===== config.mk =====
export PLATFORM = sky130hd
export DESIGN_NAME = fifo_wptr_full_ctrl
export DESIGN_NICKNAME = d
export VERILOG_FILES = /design/src/rtl/fifo_pkg.sv /design/src/rtl/sync_chain.sv /design/src/rtl/fifo_wptr_full_ctrl.sv
export SDC_FILE = /design/constraint.sdc
export NUM_CORES = 1
export LEC_CHECK = 0
export CORE_MARGIN = 2
export CORE_UTILIZATION = 51
export CTS_CLUSTER_SIZE = 10
export DETAILED_ROUTE_END_ITERATION = 6
export GPL_TIMING_DRIVEN = 0
export PLACE_DENSITY = 0.83
export SLEW_MARGIN = 20
export SYNTH_ARGS = -nofsm -noshare
export SYNTH_HDL_FRONTEND = slang
export SYNTH_HIERARCHICAL = 1
export SYNTH_SLANG_ARGS = --single-unit

===== constraint.sdc =====
create_clock -name clk -period 4.26 [get_ports clk]
set_input_delay 0.639 -clock clk [delete_from_list [all_inputs] [get_ports clk]]
set_output_delay 0.639 -clock clk [all_outputs]
set_load 0.02 [all_outputs]

===== src/rtl/fifo_pkg.sv =====
// Shared definitions for the async FIFO pointer controllers.
// Holds the Gray/binary conversion helpers, default sizing constants and
// the default pointer type used by both the write-side and read-side logic.
package fifo_pkg;

    // Default geometry: depth 16, two-flop read-pointer synchronizer.
    localparam int ADDR_W_DEF      = 4;
    localparam int SYNC_STAGES_DEF = 2;

    // Working width of the conversion helpers; callers pass the live width
    // and truncate the result back to their own pointer size.
    localparam int FN_W = 32;

    typedef logic [ADDR_W_DEF:0] ptr_t;
    typedef logic [FN_W-1:0]     fn_word_t;

    // Binary to Gray for the low w bits of b; bits at and above w are zero.
    function automatic fn_word_t bin2gray(input fn_word_t b, input int w);
        fn_word_t bm;
        fn_word_t t;
        fn_word_t g;
        bm = '0;
        for (int i = 0; i < FN_W; i++) begin
            if (i < w) begin
                bm[i] = b[i];
            end
        end
        t = bm ^ (bm >> 1);
        g = '0;
        for (int i = 0; i < FN_W; i++) begin
            if (i < w) begin
                g[i] = t[i];
            end
        end
        return g;
    endfunction

    // Gray to binary for the low w bits of g: each binary bit is the XOR of
    // all Gray bits at and above it.
    function automatic fn_word_t gray2bin(input fn_word_t g, input int w);
        fn_word_t gm;
        fn_word_t b;
        gm = '0;
        for (int i = 0; i < FN_W; i++) begin
            if (i < w) begin
                gm[i] = g[i];
            end
        end
        b = '0;
        for (int i = 0; i < FN_W; i++) begin
            if (i < w) begin
                b[i] = ^(gm >> i);
            end
        end
        return b;
    endfunction

endpackage : fifo_pkg


===== src/rtl/sync_chain.sv =====
// Multi-flop synchronizer for a Gray-coded pointer crossing clock domains.
// STAGES flops deep, N bits wide, every stage clears to zero on the
// asynchronous active-high reset. Shared by the write and read controllers.
module sync_chain #(
    parameter int N      = 5,
    parameter int STAGES = 2
) (
    input  logic         clk,
    input  logic         rst,
    input  logic [N-1:0] d,
    output logic [N-1:0] q
);

    logic [N-1:0] stage_reg [STAGES];

    // First stage samples the asynchronous input directly.
    always_ff @(posedge clk or posedge rst) begin
        if (rst) begin
            stage_reg[0] <= '0;
        end else begin
            stage_reg[0] <= d;
        end
    end

    // Remaining stages give the first flop time to resolve metastability.
    generate
        for (genvar gi = 1; gi < STAGES; gi++) begin : g_stage
            // Shift the previous stage forward by one clock.
            always_ff @(posedge clk or posedge rst) begin
                if (rst) begin
                    stage_reg[gi] <= '0;
                end else begin
                    stage_reg[gi] <= stage_reg[gi-1];
                end
            end
        end
    endgenerate

    assign q = stage_reg[STAGES-1];

endmodule : sync_chain


===== src/rtl/fifo_wptr_full_ctrl.sv =====
// Write-side pointer and full-flag controller for the async FIFO.
// Runs entirely in the write clock domain: gates write requests, steps the
// binary/Gray write pointers, synchronizes the read pointer, and derives
// full, occupancy and a sticky overflow flag.
// Optional build macro FIFO_ALMOST_FULL_EN adds a registered almost-full
// flag; without it afull is tied low and no comparator is built.
module fifo_wptr_full_ctrl
    import fifo_pkg::*;
#(
    parameter int ADDR_W      = ADDR_W_DEF,
    parameter int SYNC_STAGES = SYNC_STAGES_DEF
`ifdef FIFO_ALMOST_FULL_EN
    ,
    parameter int AFULL_THRESH = 12
`endif
) (
    input  logic              clk,
    input  logic              rst,
    input  logic              winc,
    input  logic              ovf_clr,
    input  logic [ADDR_W:0]   rptr_gray_async,
    output logic              wen,
    output logic [ADDR_W-1:0] waddr,
    output logic [ADDR_W:0]   wptr_gray,
    output logic              full,
    output logic [ADDR_W:0]   wcount,
    output logic              overflow,
    output logic              afull
);

    localparam int PW = ADDR_W + 1;

    logic [ADDR_W:0] wbin_reg;
    logic [ADDR_W:0] wbin_next;
    logic [ADDR_W:0] wptr_gray_reg;
    logic [ADDR_W:0] wgray_next;
    logic [ADDR_W:0] rq_gray;
    logic [ADDR_W:0] rbin_sync;
    logic [ADDR_W:0] full_match;
    logic            full_reg;
    logic            full_next;
    logic            overflow_reg;
    logic            overflow_next;

    // Bring the read domain's Gray pointer into this clock domain.
    sync_chain #(
        .N      (PW),
        .STAGES (SYNC_STAGES)
    ) u_rptr_sync (
        .clk (clk),
        .rst (rst),
        .d   (rptr_gray_async),
        .q   (rq_gray)
    );

    assign rbin_sync = PW'(gray2bin(FN_W'(rq_gray), PW));

    // Accept a write only when not full; reset kills a pending write at once.
    always_comb begin
        wen = winc & ~full_reg & ~rst;
    end

    // Pointer value after this edge, in binary and Gray.
    always_comb begin
        wbin_next  = wbin_reg + PW'(wen);
        wgray_next = PW'(bin2gray(FN_W'(wbin_next), PW));
    end

    // Full when the next write pointer laps the synced read pointer: Gray
    // codes differ only in the top two bits, which are inverted.
    always_comb begin
        full_match = {~rq_gray[ADDR_W:ADDR_W-1], rq_gray[ADDR_W-2:0]};
        full_next  = (wgray_next == full_match);
    end

    // Sticky overflow: a rejected write sets it and beats a same-cycle clear.
    always_comb begin
        overflow_next = overflow_reg;
        if (winc && full_reg) begin
            overflow_next = 1'b1;
        end else if (ovf_clr) begin
            overflow_next = 1'b0;
        end
    end

    // Write pointers advance together on every accepted write.
    always_ff @(posedge clk or posedge rst) begin
        if (rst) begin
            wbin_reg      <= '0;
            wptr_gray_reg <= '0;
        end else begin
            wbin_reg      <= wbin_next;
            wptr_gray_reg <= wgray_next;
        end
    end

    // Full and overflow flags are registered every cycle.
    always_ff @(posedge clk or posedge rst) begin
        if (rst) begin
            full_reg     <= 1'b0;
            overflow_reg <= 1'b0;
        end else begin
            full_reg     <= full_next;
            overflow_reg <= overflow_next;
        end
    end

`ifdef FIFO_ALMOST_FULL_EN
    localparam logic [ADDR_W:0] AFULL_T = PW'(AFULL_THRESH);

    logic [ADDR_W:0] afull_occ;
    logic            afull_reg;

    // Occupancy the FIFO will have after this edge, seen through the
    // delayed read pointer, so the flag is late to clear but never early.
    always_comb begin
        afull_occ = wbin_next - rbin_sync;
    end

    // Almost-full is registered alongside full with the same latency.
    always_ff @(posedge clk or posedge rst) begin
        if (rst) begin
            afull_reg <= 1'b0;
        end else begin
            afull_reg <= (afull_occ >= AFULL_T);
        end
    end

    assign afull = afull_reg;
`else
    assign afull = 1'b0;
`endif

    assign waddr     = wbin_reg[ADDR_W-1:0];
    assign wptr_gray = wptr_gray_reg;
    assign full      = full_reg;
    assign overflow  = overflow_reg;
    // Modulo subtraction keeps the count right across pointer wrap.
    assign wcount    = wbin_reg - rbin_sync;

endmodule : fifo_wptr_full_ctrl


# == Yosys cells after proc, flatten, opt, wreduce, memory -nomap -nowiden ==
# Index checks and enable logic that the tools add are counted.
# Widths: inputs -> output; s select.
# word_totals
word_cells,24
output_inout_bits,18
reg_bits,22
# op_classes
mux,2
eq_ne,1
addsub,2
bitwise,6
reduce_logical,7
# op_table
cell,count
$reduce_xor 32->1,5
$add 5x1->5,1
$eq 5x5->1,1
$sub 5x5->5,1
$xor 5x4->5,1
$and 1x1->1,2
$mux 1,2
$not 1->1,2
$not 2->2,1
$reduce_bool 2->1,1
$logic_and 1x1->1,1

# == Longest topological paths before layout ==
# Gate-level depths: netlist of the first run.
# depth
ltp_word,6
mapped_depth,11
depth_no_buf,10

# == By module ==
# The synthesis of the first run kept the hierarchy.
# modules_own_cells
module,cells_each,seq_area_each_um2,area_per_inst_um2,instances
fifo_wptr_full_ctrl,77,275.3,808.3,1
sync_chain,16,250.2,291.5,1

# == Least setup slack after synthesis of the first run ==
# No wires, ideal clock.
# synth_timing
path_type,register -> output
from,register u_rptr_sync.stage_reg (netlist bit u_rptr_sync/q[4])
to,output port wcount[4]
path_slack_ns,1.112
t_required_ns,3.621
t_arrival_ns,2.509
stages_incl_launch_ff,12
path_buffers,1
path_cell_list,dfrtp_1 buf_4 xnor2_2 xor2_1 xor2_1 xnor2_1 ha_1 inv_1 fa_1 a21o_1 a21oi_1 xnor2_1
# synth_between
elab_chain_len,2
elab_cells_between_ends,6
classes_between,add/sub (1); reduce/logical (5)
# synth_rtl
element,line,source
"start, declared",sync_chain.sv:14,logic [N-1:0] stage_reg [STAGES];
"start signal, assigned by index",sync_chain.sv:33,stage_reg[gi] <= stage_reg[gi-1];
$reduce_xor 32->1,fifo_pkg.sv:52,b[i] = ^(gm >> i);
$sub 5x5->5 (*),fifo_wptr_full_ctrl.sv:139,assign wcount = wbin_reg - rbin_sync;
"end, declared",fifo_wptr_full_ctrl.sv:26,"output logic [ADDR_W:0] wcount,"
# Mark *: on every way between the ends. The rest lies on a longest branch, timed or not.

# == Worst setup path after layout of the first run ==
# Ends and elaborated chain as after synthesis.

==> results.toml, run 1 <==
[sta]
fin_setup_tns_ps = 0
hold_slack_ps = 361.9
fmax_mhz = 246.4
rsz0062_at_grt = "no"
hold_viol_final = 0
drv_slew = 0
period_minus_slack_ps = 4059
final.setup_skew_ps = 2.609
setup_viol = 0
fin_crit_sh_pct = 95.28

[final_layout]
finalInstanceArea_mm2 = 0.001425
final_core_util_pct = 71.19
drive_gt1_share_pct = 15.57
fin_cells = 149
num-nets-final = 139
diodes = 0
fillers = 147
area_delta_synth_final_pct = 29.58

[synth]
synth-edff-count = 0
yosys.area.top_type = "dfrtp_1"
ys.flop_type = "dfrtp_1"
synth_top_area_share_pct = 47.78
synthTopCellsByCount = "dfrtp_1, xnor2_1, inv_1, xor2_1"
ys_seq_area_share_pct = 47.78
synth.net_count = 109
yosysUniqueCellTypes = 29
synth_area_per_cell_um2 = 11.83
synth-seq-cells = 21
yosys-top-cells-area = "dfrtp_1, xnor2_1, ha_1"
synthArstFlopShare_pct = 100.0
yosysMostFrequentCell = "dfrtp_1"
netlist_instances = 93
syn-cell-area_mm2 = 0.001100
synthesis.yosys.warnings = 6

[critical_path]
critPathArrivalTime_ps = 3420
crit_required_ps = 3620
worst-setup-path-type = "flip-flop to output port"
worstSetupStartpoint = "u_rptr_sync/q[4]"
critPathMaxFanout = 3
worstReg2RegStart = "full"
critPathCaptureType = "output port"
startpoint_type = "flip-flop"

[global_routing]
grt_max_degree = 12
antenna_found_initial = 0
top_usage_layer = "met2"
met1_usage_pct = 17.86
track_usage_pct = 16.60
grt_pass1_wl_um = 3056
grt_pass1_vias = 757
grtUsageMet2_pct = 30.48
overflow = 0
grt_use_met3_pct = 2.679

[placed_design]
post_dp_cell_area_mm2 = 0.001384
port-buffer-count = 25
placed_cells = 145
hpwl_um = 1403
globalplace.congestion = 0.8880

[floorplan]
start_util_pct = 54.94
rows = 16
die_x_um = 50.44
die_h_um = 50.44
dieArea_mm2 = 0.002544
core_area_mm2 = 0.002002
pin_count = 27

[power]
ir_drop_uv = 413.4
leakagePower_nw = 0.6302
p_per_area_mw_per_mm2 = 764.6

[cts]
cts_tree = "built"
clkSinkCount = 21
htreeDepth = 1
postCtsHoldBufs = 0
cts_setup_buffers = 0
cts_root_buffer = "clkbuf_4"
clk_latency_ps = 300
cts_resized = 0
cts-buffers-inserted = 3
cts_buffer_depth = 2
clkTransAtPathRegs_ps = 110

[flow_run]
cap_violations = 0

[route]
drc_errors = 0
postRouteAntennaNets = 0
wl_per_cell_um = 11.91
dr.first_iter.drc_count = 5
totalWireLength_um = 1774
avgViaCountPerCell = 4.772
vias = 711
firstDrtPassIters = 4

[min_path]
hold_path.class = "flip-flop to flip-flop"
hp-start = "u_rptr_sync/stage_reg[9]"

[status]
status = "complete, no violations"
-- placed cells by master, fill, tap and decap left out, drive strengths merged, types with 2 or more instances in the layout --
master,netlist,layout
nand2,2,2
dfrtp,21,21
nand3,3,3
xor2,9,9
clkdlybuf4s50,0,25
a21o,2,2
nand2b,2,2
ha,6,6
inv,8,8
xnor2,15,15
clkbuf,1,5
a21oi,2,2
buf,9,9
-- cell families after synthesis --
group / count (synthesis) / share of synthesized area, %
buf+inv: 18 / 9.101
simple gates: 10 / 5.006
mux: 1 / 1.024
other cells: 1 / 0.3410
flops: 21 / 47.78
compound gates: 11 / 7.622
fa+ha+maj: 7 / 8.646
xor+xnor: 24 / 20.48
-- final cells by class --
class | count | area (µm²) | area share, %
buffer | 10 | 70.07 | 4.917
sequential | 21 | 525.5 | 36.87
clock buffer | 4 | 26.28 | 1.844
inverter | 8 | 30.03 | 2.107
tap | 27 | 33.78 | 2.370
multi-input combinational | 54 | 489.2 | 34.33
timing repair buffer | 25 | 250.2 | 17.56
-- path summary, 6_finish.rpt --
path | slack [ps] | to | cells past startpoint
max | 200 | wcount[4] | 12
min | 360 | u_rptr_sync/q[4] | 0
max reg2reg | 1900 | full | 9
min reg2reg | 360 | u_rptr_sync/q[4] | 0
max in group asynchronous | 3270 | wptr_gray[0] | 2
min in group asynchronous | 650 | u_rptr_sync/q[2] | 2
-- per-stage QoR --
step	power (mW)	setup slack [ps]
6_report	1.090	200.9
5_1_grt	1.176	10.39
4_1_cts	1.100	99.01
3_5_place_dp	1.005	454.2
3_3_place_gp	0.9837	486.4
2_1_floorplan	0.7510	1112
-- report_power, final --
part	switching, mW	leakage (nW)	total (mW)	internal [mW]
clock	0.0568	0.0150	0.0933	0.0365
sequential	0.0431	0.252	0.297	0.254
combinational	0.349	0.364	0.699	0.351
-- critical path, stage by stage, from the launching register on --
cell	delay [ps]
dfrtp_1	370
buf_4	140
xnor2_2	230
xor2_2	240
xor2_2	260
xnor2_1	150
ha_1	160
inv_1	60
fa_1	400
a21o_1	190
a21oi_1	170
xnor2_1	130
clkdlybuf4s50_1	620
-- layer usage --
layer,wire [µm],part of all wire [%],vias up
li1,-,-,345
met1,703,40,342
met2,956,54,20
met5,0,0,-
met4,42,2.4,0
met3,71,4.0,4
(Power assumes the default switching activity.)
==> run 2: changes to the inputs <==
--- a/config.mk
+++ b/config.mk
@@ -10,6 +10,7 @@
 export CTS_CLUSTER_SIZE = 10
 export DETAILED_ROUTE_END_ITERATION = 6
 export GPL_TIMING_DRIVEN = 0
+export MAX_ROUTING_LAYER = met4
 export PLACE_DENSITY = 0.83
 export SLEW_MARGIN = 20
 export SYNTH_ARGS = -nofsm -noshare
==> run 2 against run 1 <==
- first-iteration DRC count is the same
- global-route usage rose by 0.46 points
- sequential share of layout area is the same
- worst setup slack better by 4.6 ps
- register-to-register slack about the same
- hold slack is the same
- sequential power is essentially flat
- wire length is essentially flat
- critical endpoint unchanged
- largest power group unchanged
==> results.toml, run 2 (same netlist as run 1, synthesis figures left out) <==
[status]
status = "complete, no violations"

[sta]
period_minus_slack_ps = 4055
final.setup_skew_ps = 2.609
setup_viol = 0
fin_crit_sh_pct = 95.18
drv_slew = 0
setup_slack_ps = 205.5
hold_viol_final = 0
fmax_mhz = 246.6

[critical_path]
critPathMaxFanout = 3
crit_required_ps = 3620
startpoint_type = "flip-flop"
critPathArrivalTime_ps = 3420
critPathCaptureType = "output port"
worst-setup-path-type = "flip-flop to output port"

[placed_design]
dp_slack_ps = 454.2
port-buffer-count = 25
post_dp_cell_area_mm2 = 0.001384
hpwl_um = 1403
placed_cells = 145
globalplace.congestion = 0.9029

[route]
postRouteAntennaNets = 0
dr.first_iter.drc_count = 5
drc_errors = 0
vias = 710
avgViaCountPerCell = 4.765
firstDrtPassIters = 4
totalWireLength_um = 1773
wl_per_cell_um = 11.90

[final_layout]
final_common_cell = "clkdlybuf4s50_1"
fin_cells = 149
final_core_util_pct = 71.19
diodes = 0
num-nets-final = 139
area_delta_synth_final_pct = 29.58
final_cell_mix = "clkdlybuf4s50_1, dfrtp_1, xnor2_1"
multi_input_area_um2 = 489.2
drive_gt1_share_pct = 15.57
regArea_um2 = 525.5
fillers = 147
finalInstanceArea_mm2 = 0.001425

[global_routing]
grt_pass1_wl_um = 3056
track_usage_pct = 17.06
grt_pass1_vias = 757
overflow = 0
grt_max_degree = 12
antenna_found_initial = 0

[flow_run]
cap_violations = 0

[floorplan]
die_x_um = 50.44
core_area_mm2 = 0.002002
start_util_pct = 54.94
dieArea_mm2 = 0.002544
pin_count = 27
rows = 16
die_h_um = 50.44

[cts]
cts-buffers-inserted = 3
cts_root_buffer = "clkbuf_4"
cts_buffer_depth = 2
cts_setup_buffers = 0
clk_latency_ps = 300
cts_tree = "built"
htreeDepth = 1
clkTransAtPathRegs_ps = 110
clkSinkCount = 21

[power]
ir_drop_uv = 413.2
power_mw = 1.089
leakagePower_nw = 0.6302
p_per_area_mw_per_mm2 = 764.4

[min_path]
hold_path.class = "flip-flop to flip-flop"
[run 2: cell counts in the layout (fill, tap and decap cells not counted)]
No cell type changed its count.
[run 2: routing by layer]
layer / vias up / part of all wire, % / GRT usage, %
met4: 0 / 2.4 / 9.459
met3: 4 / 4.0 / 2.679
li1: 345 / - / -
met2: 20 / 54 / 30.48
met1: 341 / 40 / 17.86
met5: - / 0 / -
[run 2: where the power goes]
part | internal [mW] | switching [mW]
logic | 0.351 | 0.348
clock network | 0.0365 | 0.0568
registers | 0.254 | 0.0431
[run 2: worst paths after layout]
kind | startpoint | end | slack, ps | cells after the start
min | u_rptr_sync/stage_reg[9] | u_rptr_sync/q[4] | 360 | 0
max reg2reg | full | full | 1900 | 9
min reg2reg | u_rptr_sync/stage_reg[9] | u_rptr_sync/q[4] | 360 | 0
max in group asynchronous | rst | wptr_gray[0] | 3270 | 2
max | u_rptr_sync/q[4] | wcount[4] | 210 | 12
min in group asynchronous | rst | u_rptr_sync/q[2] | 650 | 2
[run 2: cell type report]
cell class	instances	share of cell area, %
buffer	10	4.917
clock buffer	4	1.844
inverter	8	2.107
multi-input combinational	54	34.33
sequential	21	36.87
tap	27	2.370
timing repair buffer	25	17.56
[run 2: worst max-delay path, stage by stage (launching register included)]
cell and delay (ps):
dfrtp_1 370, buf_4 140, xnor2_2 230, xor2_2 240, xor2_2 250, xnor2_1 150, ha_1 160, inv_1 60
fa_1 400, a21o_1 190, a21oi_1 170, xnor2_1 130, clkdlybuf4s50_1 620
[run 2: per-stage QoR]
| step | hold WS [ps] | TNS, ps |
|---|---|---|
| floorplan | 331.2 | 0 |
| global placement | 332.2 | 0 |
| detailed placement | 339.5 | 0 |
| CTS | 366.4 | 0 |
| global route | 375.2 | -0.1503 |
| finish | 361.9 | 0 |
[run 2: what timing repair did]
item,4_1_cts,5_1_grt
gates resized for setup,0,2
setup endpoints to repair,0,1
hold buffers,0,0
==> run 3: changes to the inputs <==
--- a/config.mk
+++ b/config.mk
@@ -5,8 +5,10 @@
 export SDC_FILE = /design/constraint.sdc
 export NUM_CORES = 1
 export LEC_CHECK = 0
+export CELL_PAD_IN_SITES_DETAIL_PLACEMENT = 1
+export CELL_PAD_IN_SITES_GLOBAL_PLACEMENT = 2
 export CORE_MARGIN = 2
-export CORE_UTILIZATION = 51
+export CORE_UTILIZATION = 33
 export CTS_CLUSTER_SIZE = 10
 export DETAILED_ROUTE_END_ITERATION = 6
 export GPL_TIMING_DRIVEN = 0
==> run 3 against run 2 <==
- sequential share of layout area shrank 0.70 points
- combinational power grew 0.6%
- cell area grew 1.9%
- clock skew grew 7.1 ps
- cell count grew 11%
- via count shrank 0.99%
- wire length grew 8.3%
- worst setup slack gained 320 ps
- register-to-register slack is essentially flat
- power grew 0.86%
- flip-flop and latch count is the same
- clock-buffer cell count shrank 1
==> results.toml, run 3 (same netlist as run 1, synthesis figures left out) <==
[placed_design]
globalplace.congestion = 0.7800
port-buffer-count = 25
hpwl_um = 1605
dp_slack_ps = 388.3

[global_routing]
overflow = 0
grt_pass1_wl_um = 3525
antenna_found_initial = 0
grt_pass1_vias = 776
grt_max_degree = 14
track_usage_pct = 13.37

[floorplan]
core_area_mm2 = 0.003103
dieArea_mm2 = 0.003811
pin_count = 27
start_util_pct = 35.44
die_h_um = 61.73
die_x_um = 61.73
rows = 20

[power]
comb_power_share_pct = 64.0
p_int_mw = 0.6369
p_switching_mw = 0.4618
p_per_area_mw_per_mm2 = 756.4
switching_share_pct = 42.03
p_seq_share_pct = 27.1
leakagePower_nw = 0.6383
ir_drop_uv = 238.4
power.share.clock_pct = 8.9

[critical_path]
crit_required_ps = 3620
startpoint_type = "flip-flop"
critPathCaptureType = "output port"
critPathArrivalTime_ps = 3100
worst-setup-path-type = "flip-flop to output port"
critPathMaxFanout = 3

[cts]
cts_buffer_depth = 2
clkSinkCount = 21
cts_tree = "built"
cts_setup_buffers = 0
htreeDepth = 1
cts_resized = 0
clk_latency_ps = 300
postCtsHoldBufs = 0
clkTransAtPathRegs_ps = 120
cts_root_buffer = "clkbuf_4"
cts-buffers-inserted = 3

[sta]
fin_setup_tns_ps = 0
fin_crit_sh_pct = 87.75
period_minus_slack_ps = 3738
drv_slew = 0
setup_slack_ps = 521.9
setup_viol = 0
rsz0062_at_grt = "no"
final.setup_skew_ps = 9.739
fmax_mhz = 267.5
hold_viol_final = 0

[route]
avgViaCountPerCell = 4.235
postRouteAntennaNets = 0
dr.first_iter.drc_count = 13
wl_per_cell_um = 11.57
firstDrtPassIters = 4
drc_errors = 0
vias = 703
totalWireLength_um = 1920

[flow_run]
cap_violations = 0

[final_layout]
final_core_util_pct = 46.81
area_delta_synth_final_pct = 32.08
num-nets-final = 139
fillers = 368
final_cell_mix = "clkdlybuf4s50_1, dfrtp_1, xnor2_1"
final_common_cell = "clkdlybuf4s50_1"
diodes = 0
drive_gt1_share_pct = 16.39

[status]
status = "complete, no violations"

[min_path]
hold_path.class = "flip-flop to flip-flop"
run 3: per-stage QoR:
| stage | hold slack [ps] | std cells | area [µm²] | total power, mW |
|---|---|---|---|---|
| final | 355.9 | 166 | 1453 | 1.099 |
| after global routing | 369.9 | 166 | 1453 | 1.195 |
| after CTS | 368.3 | 166 | 1435 | 1.120 |
| after detailed placement | 335.6 | 162 | 1405 | 1.017 |
| after global placement | 332.9 | 162 | 1405 | 0.9938 |
| after floorplan | 331.2 | 93 | 1100 | 0.7510 |
run 3: cell type report:
class	instances	area, µm²	area share, %
sequential	21	525.5	36.18
multi-input combinational	54	489.2	33.68
clock inverter	1	7.507	0.5168
timing repair buffer	25	252.7	17.40
buffer	10	70.07	4.823
clock buffer	3	22.52	1.550
tap	44	55.05	3.790
inverter	8	30.03	2.067
run 3: worst max-delay path, cell delays in order, from the launching register on:
cell and delay [ps]:
dfrtp_1 390, buf_4 150, xnor2_2 230, xor2_2 230, xor2_2 240, xnor2_1 150, ha_1 160, inv_1 50
fa_1 410, xor2_1 170, clkdlybuf4s50_1 620
run 3: layer usage:
| metal | track usage (%) | part of all wire (%) | routed length (µm) |
|---|---|---|---|
| met1 | 14.89 | 42 | 809 |
| met2 | 23.46 | 54 | 1044 |
| met3 | 2.484 | 2.7 | 52 |
| met4 | 5.471 | 0.68 | 13 |
| met5 | - | 0 | 0 |
run 3: path summary, 6_finish.rpt:
path                                           from  depth (start not counted)                  endpoint  slack, ps
min in group asynchronous                       rst                          2  u_rptr_sync/stage_reg[5]        640
min reg2reg                u_rptr_sync/stage_reg[9]                          0          u_rptr_sync/q[4]        360
min                        u_rptr_sync/stage_reg[9]                          0          u_rptr_sync/q[4]        360
max                                u_rptr_sync/q[4]                         10                 wcount[2]        520
max in group asynchronous                       rst                          2              wptr_gray[2]       3260
max reg2reg                                    full                          9                      full       1910
run 3: power by group through the flow:
stage / sequential, mW / combinational, mW / clock [mW]
after floorplan: 0.356 / 0.395 / 0
after global placement: 0.301 / 0.693 / 0
after detailed placement: 0.304 / 0.712 / 0
after CTS: 0.300 / 0.715 / 0.105
after global routing: 0.308 / 0.773 / 0.114
final: 0.298 / 0.703 / 0.0973
